--- config.mk ---
export PLATFORM = sky130hd
export DESIGN_NAME = mole_scheduler_flat
export DESIGN_NICKNAME = d
export VERILOG_FILES = /design/src/rtl/mole_pkg.sv /design/src/rtl/mole_scheduler_if.sv /design/src/rtl/mole_lfsr8.sv /design/src/rtl/mole_scheduler.sv /design/src/flat_wrapper.sv
export SDC_FILE = /design/constraint.sdc
export NUM_CORES = 1
export LEC_CHECK = 0
export BUFFER_PORTS_ARGS = -buffer_cell sky130_fd_sc_hd__buf_2
export CORE_MARGIN = 2
export CORE_UTILIZATION = 40
export DETAILED_ROUTE_END_ITERATION = 7
export PLACE_DENSITY_LB_ADDON = 0.2
export SETUP_SLACK_MARGIN = 0.2
export SYNTH_ARGS = -nofsm -noshare
export SYNTH_HDL_FRONTEND = slang
export SYNTH_SLANG_ARGS = --single-unit
--- constraint.sdc ---
create_clock -name clk -period 3.2 [get_ports clk]
set_clock_uncertainty 0.1 [all_clocks]
set_input_delay 0.32 -clock clk [delete_from_list [all_inputs] [get_ports clk]]
set_output_delay 0.32 -clock clk [all_outputs]
set_load 0.01 [all_outputs]
--- src/rtl/mole_pkg.sv ---
// Shared types and constants for the whack-a-mole game sequencer.
package mole_pkg;

   typedef enum logic [2:0] {
      IDLE,
      GAP,
      SHOW,
      HIT,
      DONE
   } state_t;

   localparam int unsigned NUM_OVALS = 5;
   localparam logic [2:0]  OVAL_NONE = 3'd0;

   // Fibonacci feedback taps 8,6,5,4 (bit 7 is tap 8)
   localparam logic [7:0]  LFSR_TAPS = 8'hB8;

endpackage

--- src/rtl/mole_scheduler_if.sv ---
// Game-side signal bundle between the stimulus (buttons, frame pacing) and the sequencer.
interface mole_scheduler_if;
   import mole_pkg::*;

   logic                 start;
   logic                 frame_tick;
   logic [NUM_OVALS-1:0] hit_btn;
   logic [2:0]           oval_select;
   logic                 mole_visible;
   logic                 hit_flash;
   logic [7:0]           score;
   logic [7:0]           misses;
   logic [7:0]           round;
   logic                 game_over;

   modport master (
      output start, frame_tick, hit_btn,
      input  oval_select, mole_visible, hit_flash, score, misses, round, game_over
   );

   modport slave (
      input  start, frame_tick, hit_btn,
      output oval_select, mole_visible, hit_flash, score, misses, round, game_over
   );

endinterface

--- src/rtl/mole_lfsr8.sv ---
// Free-running 8-bit Fibonacci LFSR used to pick mole positions.
module mole_lfsr8
   import mole_pkg::*;
(
   input  logic       clk,
   input  logic       reset,
   input  logic [7:0] seed,
   output logic [7:0] state
);

   logic [7:0] state_q;
   logic [7:0] state_d;

   // Shift left, feeding back the XOR of the tapped bits
   always_comb begin
      state_d = {state_q[6:0], ^(state_q & LFSR_TAPS)};
   end

   // State register, advances every cycle
   always_ff @(posedge clk) begin
      if (reset) state_q <= seed;
      else       state_q <= state_d;
   end

   assign state = state_q;

endmodule

--- src/rtl/mole_scheduler.sv ---
// Whack-a-mole sequencer: chooses the oval, times show/gap/hit phases, keeps score.
module mole_scheduler
   import mole_pkg::*;
#(
   parameter int unsigned SHOW_FRAMES = 60,
   parameter int unsigned GAP_FRAMES  = 30,
   parameter int unsigned HIT_FRAMES  = 15,
   parameter int unsigned MAX_ROUNDS  = 20,
   parameter logic [7:0]  LFSR_SEED   = 8'hA5
)(
   input  logic             clk,
   input  logic             reset,
   mole_scheduler_if.slave  bus
);

   state_t     state_q, state_d;
   logic [7:0] cnt_q, cnt_d;
   logic [7:0] score_q, score_d;
   logic [7:0] misses_q, misses_d;
   logic [7:0] round_q, round_d;
   logic [2:0] prev_oval_q, prev_oval_d;
   logic [2:0] oval_q, oval_d;
   logic       visible_q, visible_d;
   logic       flash_q, flash_d;
   logic       game_over_q, game_over_d;

   logic [7:0]           lfsr;
   logic                 unused_lfsr_hi;
   logic [NUM_OVALS-1:0] oval_mask;
   logic                 round_end;
   logic [7:0]           round_inc;

   mole_lfsr8 u_lfsr (
      .clk   (clk),
      .reset (reset),
      .seed  (LFSR_SEED),
      .state (lfsr)
   );

   // Only the low three LFSR bits select the oval
   assign unused_lfsr_hi = ^lfsr[7:3];

   // Map l in 0..7 onto 1..5, bumping past the previous oval to avoid repeats
   function automatic logic [2:0] pick_oval(input logic [2:0] l, input logic [2:0] prev);
      logic [2:0] cand;
      cand = (l < 3'(NUM_OVALS)) ? l + 3'd1 : l - 3'd4;
      if (cand == prev) cand = (cand == 3'(NUM_OVALS)) ? 3'd1 : cand + 3'd1;
      return cand;
   endfunction

   // Next-state, counters and registered-output values
   always_comb begin
      state_d     = state_q;
      cnt_d       = cnt_q;
      score_d     = score_q;
      misses_d    = misses_q;
      round_d     = round_q;
      prev_oval_d = prev_oval_q;
      oval_d      = oval_q;
      round_end   = 1'b0;
      round_inc   = round_q + 8'd1;
      oval_mask   = NUM_OVALS'(1) << (oval_q - 3'd1);

      if (bus.frame_tick) cnt_d = cnt_q + 8'd1;

      case (state_q)
         IDLE, DONE: begin
            if (bus.start) begin
               score_d     = '0;
               misses_d    = '0;
               round_d     = '0;
               prev_oval_d = OVAL_NONE;
               oval_d      = OVAL_NONE;
               state_d     = GAP;
            end
         end
         GAP: begin
            if (bus.frame_tick && cnt_q == 8'(GAP_FRAMES - 1)) begin
               oval_d      = pick_oval(lfsr[2:0], prev_oval_q);
               prev_oval_d = oval_d;
               state_d     = SHOW;
            end
         end
         SHOW: begin
            // A hit takes priority over a timeout in the same cycle
            if (|(bus.hit_btn & oval_mask)) begin
               score_d = (score_q == 8'hFF) ? score_q : score_q + 8'd1;
               state_d = HIT;
            end else if (bus.frame_tick && cnt_q == 8'(SHOW_FRAMES - 1)) begin
               misses_d  = (misses_q == 8'hFF) ? misses_q : misses_q + 8'd1;
               round_end = 1'b1;
            end
         end
         HIT: begin
            if (bus.frame_tick && cnt_q == 8'(HIT_FRAMES - 1)) round_end = 1'b1;
         end
         default: state_d = IDLE;
      endcase

      if (round_end) begin
         round_d = round_inc;
         oval_d  = OVAL_NONE;
         state_d = (round_inc == 8'(MAX_ROUNDS)) ? DONE : GAP;
      end

      // Any state change restarts the frame count, including a tick that triggered it
      if (state_d != state_q) cnt_d = '0;

      visible_d   = (state_d == SHOW);
      flash_d     = (state_d == HIT);
      game_over_d = (state_d == DONE);
   end

   // State and output registers
   always_ff @(posedge clk) begin
      if (reset) begin
         state_q     <= IDLE;
         cnt_q       <= '0;
         score_q     <= '0;
         misses_q    <= '0;
         round_q     <= '0;
         prev_oval_q <= OVAL_NONE;
         oval_q      <= OVAL_NONE;
         visible_q   <= 1'b0;
         flash_q     <= 1'b0;
         game_over_q <= 1'b0;
      end else begin
         state_q     <= state_d;
         cnt_q       <= cnt_d;
         score_q     <= score_d;
         misses_q    <= misses_d;
         round_q     <= round_d;
         prev_oval_q <= prev_oval_d;
         oval_q      <= oval_d;
         visible_q   <= visible_d;
         flash_q     <= flash_d;
         game_over_q <= game_over_d;
      end
   end

   assign bus.oval_select  = oval_q;
   assign bus.mole_visible = visible_q;
   assign bus.hit_flash    = flash_q;
   assign bus.score        = score_q;
   assign bus.misses       = misses_q;
   assign bus.round        = round_q;
   assign bus.game_over    = game_over_q;

endmodule

--- src/flat_wrapper.sv ---
// flat-port wrapper written by rule: the top's interface ports become plain ports
module mole_scheduler_flat import mole_pkg::*;
#(
   parameter int unsigned SHOW_FRAMES = 60,
   parameter int unsigned GAP_FRAMES  = 30,
   parameter int unsigned HIT_FRAMES  = 15,
   parameter int unsigned MAX_ROUNDS  = 20,
   parameter logic [7:0]  LFSR_SEED   = 8'hA5
)
  (clk, reset, bus_start, bus_frame_tick, bus_hit_btn, bus_oval_select, bus_mole_visible, bus_hit_flash, bus_score, bus_misses, bus_round, bus_game_over);
  mole_scheduler_if bus_i ();
  input  logic clk;
  input  logic reset;
  input wire logic [$bits(bus_i.start)-1:0] bus_start;
  input wire logic [$bits(bus_i.frame_tick)-1:0] bus_frame_tick;
  input wire logic [$bits(bus_i.hit_btn)-1:0] bus_hit_btn;
  output wire logic [$bits(bus_i.oval_select)-1:0] bus_oval_select;
  output wire logic [$bits(bus_i.mole_visible)-1:0] bus_mole_visible;
  output wire logic [$bits(bus_i.hit_flash)-1:0] bus_hit_flash;
  output wire logic [$bits(bus_i.score)-1:0] bus_score;
  output wire logic [$bits(bus_i.misses)-1:0] bus_misses;
  output wire logic [$bits(bus_i.round)-1:0] bus_round;
  output wire logic [$bits(bus_i.game_over)-1:0] bus_game_over;
  assign bus_i.start = bus_start;
  assign bus_i.frame_tick = bus_frame_tick;
  assign bus_i.hit_btn = bus_hit_btn;
  assign bus_oval_select = bus_i.oval_select;
  assign bus_mole_visible = bus_i.mole_visible;
  assign bus_hit_flash = bus_i.hit_flash;
  assign bus_score = bus_i.score;
  assign bus_misses = bus_i.misses;
  assign bus_round = bus_i.round;
  assign bus_game_over = bus_i.game_over;
  mole_scheduler #(.SHOW_FRAMES(SHOW_FRAMES), .GAP_FRAMES(GAP_FRAMES), .HIT_FRAMES(HIT_FRAMES), .MAX_ROUNDS(MAX_ROUNDS), .LFSR_SEED(LFSR_SEED)) u_core (.clk(clk), .reset(reset), .bus(bus_i));
endmodule
==> impl_metrics.ini, run 1 <==
[outcome]
status = finished clean

[yosys]
syn-num-nets = 316
yosysWarnings = 0
yosys.area.top_type = dfxtp_1
synth-seq-cells = 52
synthTopCellsByCount = dfxtp_1, nor2_1, nand2_1, a21oi_1, o21ai_0
yosysMostFrequentCell = dfxtp_1
synth_xor_area_share_pct = 4.73
synth_area_per_cell_sq_um = 8.65
seq_area_frac_synth_pct = 40.1
synth_compound_area_share_pct = 14.4
synth.top_cells.by_area = dfxtp_1, nor2_1, a21oi_1
synth_top_cell_area_share_pct = 40.1
synth_top_family_by_area = simple AND/OR/NAND/NOR gates
synth.cell_area_sq_um = 2590
dominantRegCellSynth = dfxtp_1
synth_cell_types = 50
postSynthCellCount = 300
synth_edf_count = 0
synthMuxAreaShare_pct = 4.49
synthAdderAreaFrac_pct = 3.38
async_flop_share_pct = 0
synthSimpleGateAreaFrac_pct = 30.1

[floorplan]
die_y_um = 84.5
die_width_um = 84.5
core-area_sq_um = 6310
die_area_sq_um = 7140
start_util_pct = 41.1
ios = 39
num_rows = 29

[timing]
slew_headroom_pct = 53.9
finalSetupViolCount = 0
rsz0062_at_grt = no
fin_tns_setup_ps = 0
max_freq_mhz = 406
hold_viol_final = 0
drv_slew = 0
min_period_over_period_pct = 76.9
setup_slack_ps = 738
period_minus_slack_ps = 2460
worst_pin_slew_ps = 685

[worst_setup_path]
startpoint_type = flop
critPathKind = flop to flop
endpoint = u_core.cnt_q[7]
crit_required_ps = 3330
arrival_ps = 2600
reg2reg_to = u_core.cnt_q[7]
cp_max_fo = 10
reg2reg_slack_ps = 740
r2r_start = u_core.state_q[1]
r2r_cells = 7
endpoint_kind = flop
cp-startpoint = u_core.state_q[1]

[clock_tree]
cts_setup_buffers = 0
cts_resized = 0
ctsLongestPathBuffers = 2
h-tree-depth = 2
insertion_delay_ps = 300
clk_pin_slew_ps = 90
cts.root.buffer_cell = clkbuf_8
cts_tree = built
cts_num_sinks = 52
cts_hold_buffers = 0
cts_buffers = 5

[route]
drc = 0
vias = 2251
vias_per_cell = 5.41
drtIter0Drc = 122
wl_per_cell_um = 13.0
postRouteAntennaNets = 0
drtPass1Iterations = 5
routed_wl_mm = 5.40

[hold_path]
holdCritPathClass = input pin to flop
hold_depth = 2

[grt]
grt_overflow_total = 0
antenna_found_initial = 0
grt_pass1_wl_mm = 9.36
grt_pass1_vias = 2073
grtUsageTotal_pct = 15.7
grt_start_max_net_pins = 36

[power_and_ir_drop]
p_per_area_nw_per_um2 = 424
p_leak_uw = 0.00117
power_uw = 1260
vdd_drop_max_v = 0.000236

[cells_and_area]
diodes = 0
area_growth_pct = 15.0
drive_above_1_share_pct = 20.4
final.fill_count = 620
nets = 354

[run]
maxCapViolCount = 0

[placed_design]
place.gp.congestion = 0.850
dp_slack_ps = 717
port_buffers = 38
place_hpwl_mm = 3.98
[registers in the layout (all words and copies together) (netlist names)]
register	flops
u_core.bus.misses	8
u_core.bus.round	8
u_core.bus.score	8
u_core.cnt_q	8
u_core.u_lfsr.state	8
u_core.bus.oval_select	3
u_core.prev_oval_q	3
u_core.state_q	3
u_core.bus.game_over	1
u_core.bus.hit_flash	1
u_core.bus.mole_visible	1
[logic make-up after synthesis]
group                      after synthesis
AOI/OAI and AO/OA                       58
xor gates and xnor gates                14
adders and majority gates                7
buffers and inverters                   17
DFF                                     52
muxes                                   11
and+or+nand+nor                        141
[routing by layer]
layer / vias up / share of wire [%] / global-route usage, %
met5: - / 0 / 0
met4: 0 / 1.3 / 5.05
met3: 6 / 4.4 / 3.74
met2: 52 / 45 / 25.3
met1: 1039 / 49 / 20.7
li1: 1154 / - / -
[how the worst min path moves through the flow]
stage | start | end
2_1_floorplan | u_core.u_lfsr.state[6] | u_core.u_lfsr.state[7]
3_3_place_gp | u_core.u_lfsr.state[6] | u_core.u_lfsr.state[7]
3_5_place_dp | u_core.u_lfsr.state[6] | u_core.u_lfsr.state[7]
4_1_cts | bus_frame_tick | u_core.cnt_q[1]
5_1_grt | bus_frame_tick | u_core.cnt_q[1]
6_report | bus_frame_tick | u_core.cnt_q[1]
[worst max-delay path: stages (launching register included)]
cell	delay (ps)
dfxtp_1	470
nor3b_2	380
nand4_1	240
nor3_2	150
buf_4	180
or2_1	340
mux2_2	400
o21ai_0	140
[layout make-up]
cell class	count	area [sq um]	share of cell area (%)
clock buffers	7	96.3	3.23
clock inverters	1	30.0	1.01
inverters	7	26.3	0.881
multi-input cells	231	1480	49.6
flip-flops and latches	52	1040	34.9
well taps	77	96.3	3.23
repair buffers	41	213	7.13
[metrics by stage]
| step | cells | hold WS (ps) | util (%) | area (sq um) |
|---|---|---|---|---|
| final | 416 | 220 | 47.2 | 2980 |
| after global placement | 408 | 294 | 45.2 | 2860 |
| after floorplan | 300 | 289 | - | 2590 |
| after global routing | 416 | 220 | 47.2 | 2980 |
| after CTS | 416 | 210 | 47.2 | 2980 |
| after detailed placement | 408 | 293 | 45.2 | 2860 |
[placed cells by master, fill, tap and decap left out, types with 2 or more instances in the layout]
cell type   n
xor2_1     11
a211oi_1    4
a31oi_1     2
or4b_2      2
nand4b_1    3
mux2_2      5
o31ai_1     3
or4_1       3
clkbuf_8    7
nor3b_1     3
o211ai_1    4
and3_1      6
ha_1        7
nand4_1    10
nand2_1    27
inv_1       7
and4_1      2
or3_1       6
and3b_1     2
buf_4       3
buf_2      38
nor2_1     31
nor4_1      3
nand3_1     9
a32oi_1     2
dfxtp_1    52
nand3b_1    4
nor2b_1     6
nor3b_2     2
nand2b_1    5
a21oi_1    21
o21ai_0    13
xnor2_1     3
mux2i_1     6
or2_2       5
nor3_1      6
and2_1      2
[power by group]
| group | internal (uW) | switching [uW] |
|---|---|---|
| Clock | 276 | 207 |
| Combinational | 44.5 | 62.2 |
| Sequential | 659 | 14.8 |
| Total | 980 | 284 |
Note: power is estimated with default switching activity, not from simulation.
==> inputs of run 2 (changes only) <==
- clock period: 3.2 -> 2.03 ns (I/O delays scaled with it)
==> run 2 against run 1 <==
Sequential power increased by 57%; hold slack got worse by 48 ps; count of clock-buffer cells in the layout unchanged; non-clock buffer count increased by 46; critical path depth increased by 1; clock power increased by 32%; design area increased by 24%; critical path type unchanged; critical endpoint is now u_core.bus.round[7]; largest power group unchanged; highest routed layer unchanged.
==> impl_metrics.ini, run 2 (synthesized netlist as in run 1, its figures left out) <==
[power_and_ir_drop]
vdd_drop_max_v = 0.000360
p_per_area_nw_per_um2 = 531
power_uw = 1960
p_leak_uw = 0.00147

[clock_tree]
ctsLongestPathBuffers = 2
clk_pin_slew_ps = 90
cts_tree = built
cts_num_sinks = 52
cts.root.buffer_cell = clkbuf_8
insertion_delay_ps = 320
cts_buffers = 5
cts_hold_buffers = 0
h-tree-depth = 2

[cells_and_area]
final.fill_count = 544
final_area_sq_um = 3700
diodes = 0
nets = 401
mostFrequentLayoutCells = dfxtp_1, buf_4, buf_2
multi_input_comb_area_sq_um = 1820
drive_above_1_share_pct = 44.6
register_area_sq_um = 1060
area_growth_pct = 42.7
fin_cells = 463
fin_util_pct = 58.6
final_common_cell = dfxtp_1

[grt]
antenna_found_initial = 0
grt_most_used_layer = met2
grtUsageTotal_pct = 19.2
grt_start_max_net_pins = 27
grt_overflow_total = 0
grt_pass1_vias = 2400
grt_pass1_wl_mm = 11.2
met2_usage_pct = 30.6
grt_use_met3_pct = 4.62
grt_use_met1_pct = 25.3

[worst_setup_path]
endpoint_kind = flop
startpoint_type = flop
cp_max_fo = 4
arrival_ps = 2180
crit_required_ps = 2180
critPathKind = flop to flop

[placed_design]
place_hpwl_mm = 4.52
dp_slack_ps = -31.9
place.gp.congestion = 0.848
place_area_sq_um = 3140
port_buffers = 38
dpl.cell_count = 438

[timing]
hold_viol_final = 0
slew_headroom_pct = 63.8
setup_slack_ps = 7.82
min_period_over_period_pct = 99.6
max_freq_mhz = 495
drv_slew = 0
period_minus_slack_ps = 2020
finalSetupViolCount = 0
worst_pin_slew_ps = 543
rsz0062_at_grt = yes

[route]
wl_per_cell_um = 14.7
vias_per_cell = 5.44
drtPass1Iterations = 4
drc = 0
vias = 2517
postRouteAntennaNets = 0
routed_wl_mm = 6.81
drtIter0Drc = 125

[floorplan]
die_y_um = 84.5
die_width_um = 84.5
start_util_pct = 41.1
core-area_sq_um = 6310
die_area_sq_um = 7140
ios = 39
num_rows = 29

[hold_path]
holdCritPathClass = input pin to flop

[outcome]
status = finished clean

[run]
maxCapViolCount = 0
-- run 2: cell types whose count changed in the layout (fill, tap and decap cells not counted), sizes merged --
cell    delta
a21oi      +1
buf       +46
bufinv     -1
clkinv     +1
-- run 2: final cells by class --
cell class              count  share of cell area, %
clock buffers               7                   2.33
clock inverters             1                  0.237
inverters                   7                  0.710
multi-input cells         232                   49.1
flip-flops and latches     52                   28.7
well taps                  77                   2.60
repair buffers             87                   16.3
-- run 2: critical path, stage by stage (launching register included) --
cell and delay (ps):
dfxtp_4 370, buf_6 110, ha_4 110, nand4b_1 170
nor4_4 380, buf_6 180, o2111ai_4 140, mux2_4 330
nor2_2 70
-- run 2: power by group --
| group | total, uW | internal [uW] | switching (uW) |
|---|---|---|---|
| clock network | 636 | 280 | 356 |
| logic | 270 | 126 | 144 |
| registers | 1060 | 1040 | 21.2 |
-- run 2: final timing paths --
path,from,endpoint,slack (ps),depth (start not counted)
hold / removal,bus_frame_tick,u_core.cnt_q[1],170,3
setup / recovery,u_core.cnt_q[1],u_core.bus.round[7],8,8
hold reg to reg,u_core.u_lfsr.state[6],u_core.u_lfsr.state[7],320,1
setup reg to reg,u_core.cnt_q[1],u_core.bus.round[7],8,8
-- run 2: timing repair --
action                     CTS  global route
gates cloned                 1             0
setup endpoints to repair   44            44
buffers inserted             9             7
gates resized for setup     32            43
pin swaps                   22            18
-- run 2: metal layers --
metal	wire length, um	vias up	share of wire [%]
li1	-	1250	-
met4	97	0	1.4
met2	3270	52	48
met5	0	-	0
met1	3190	1205	47
met3	247	10	3.6
-- run 2: stage by stage --
step | hold slack (ps) | TNS [ps]
final | 172 | 0
after global placement | 293 | 0
after global routing | 186 | -1020
after CTS | 152 | 0
after detailed placement | 295 | -64.2
after floorplan | 289 | 0
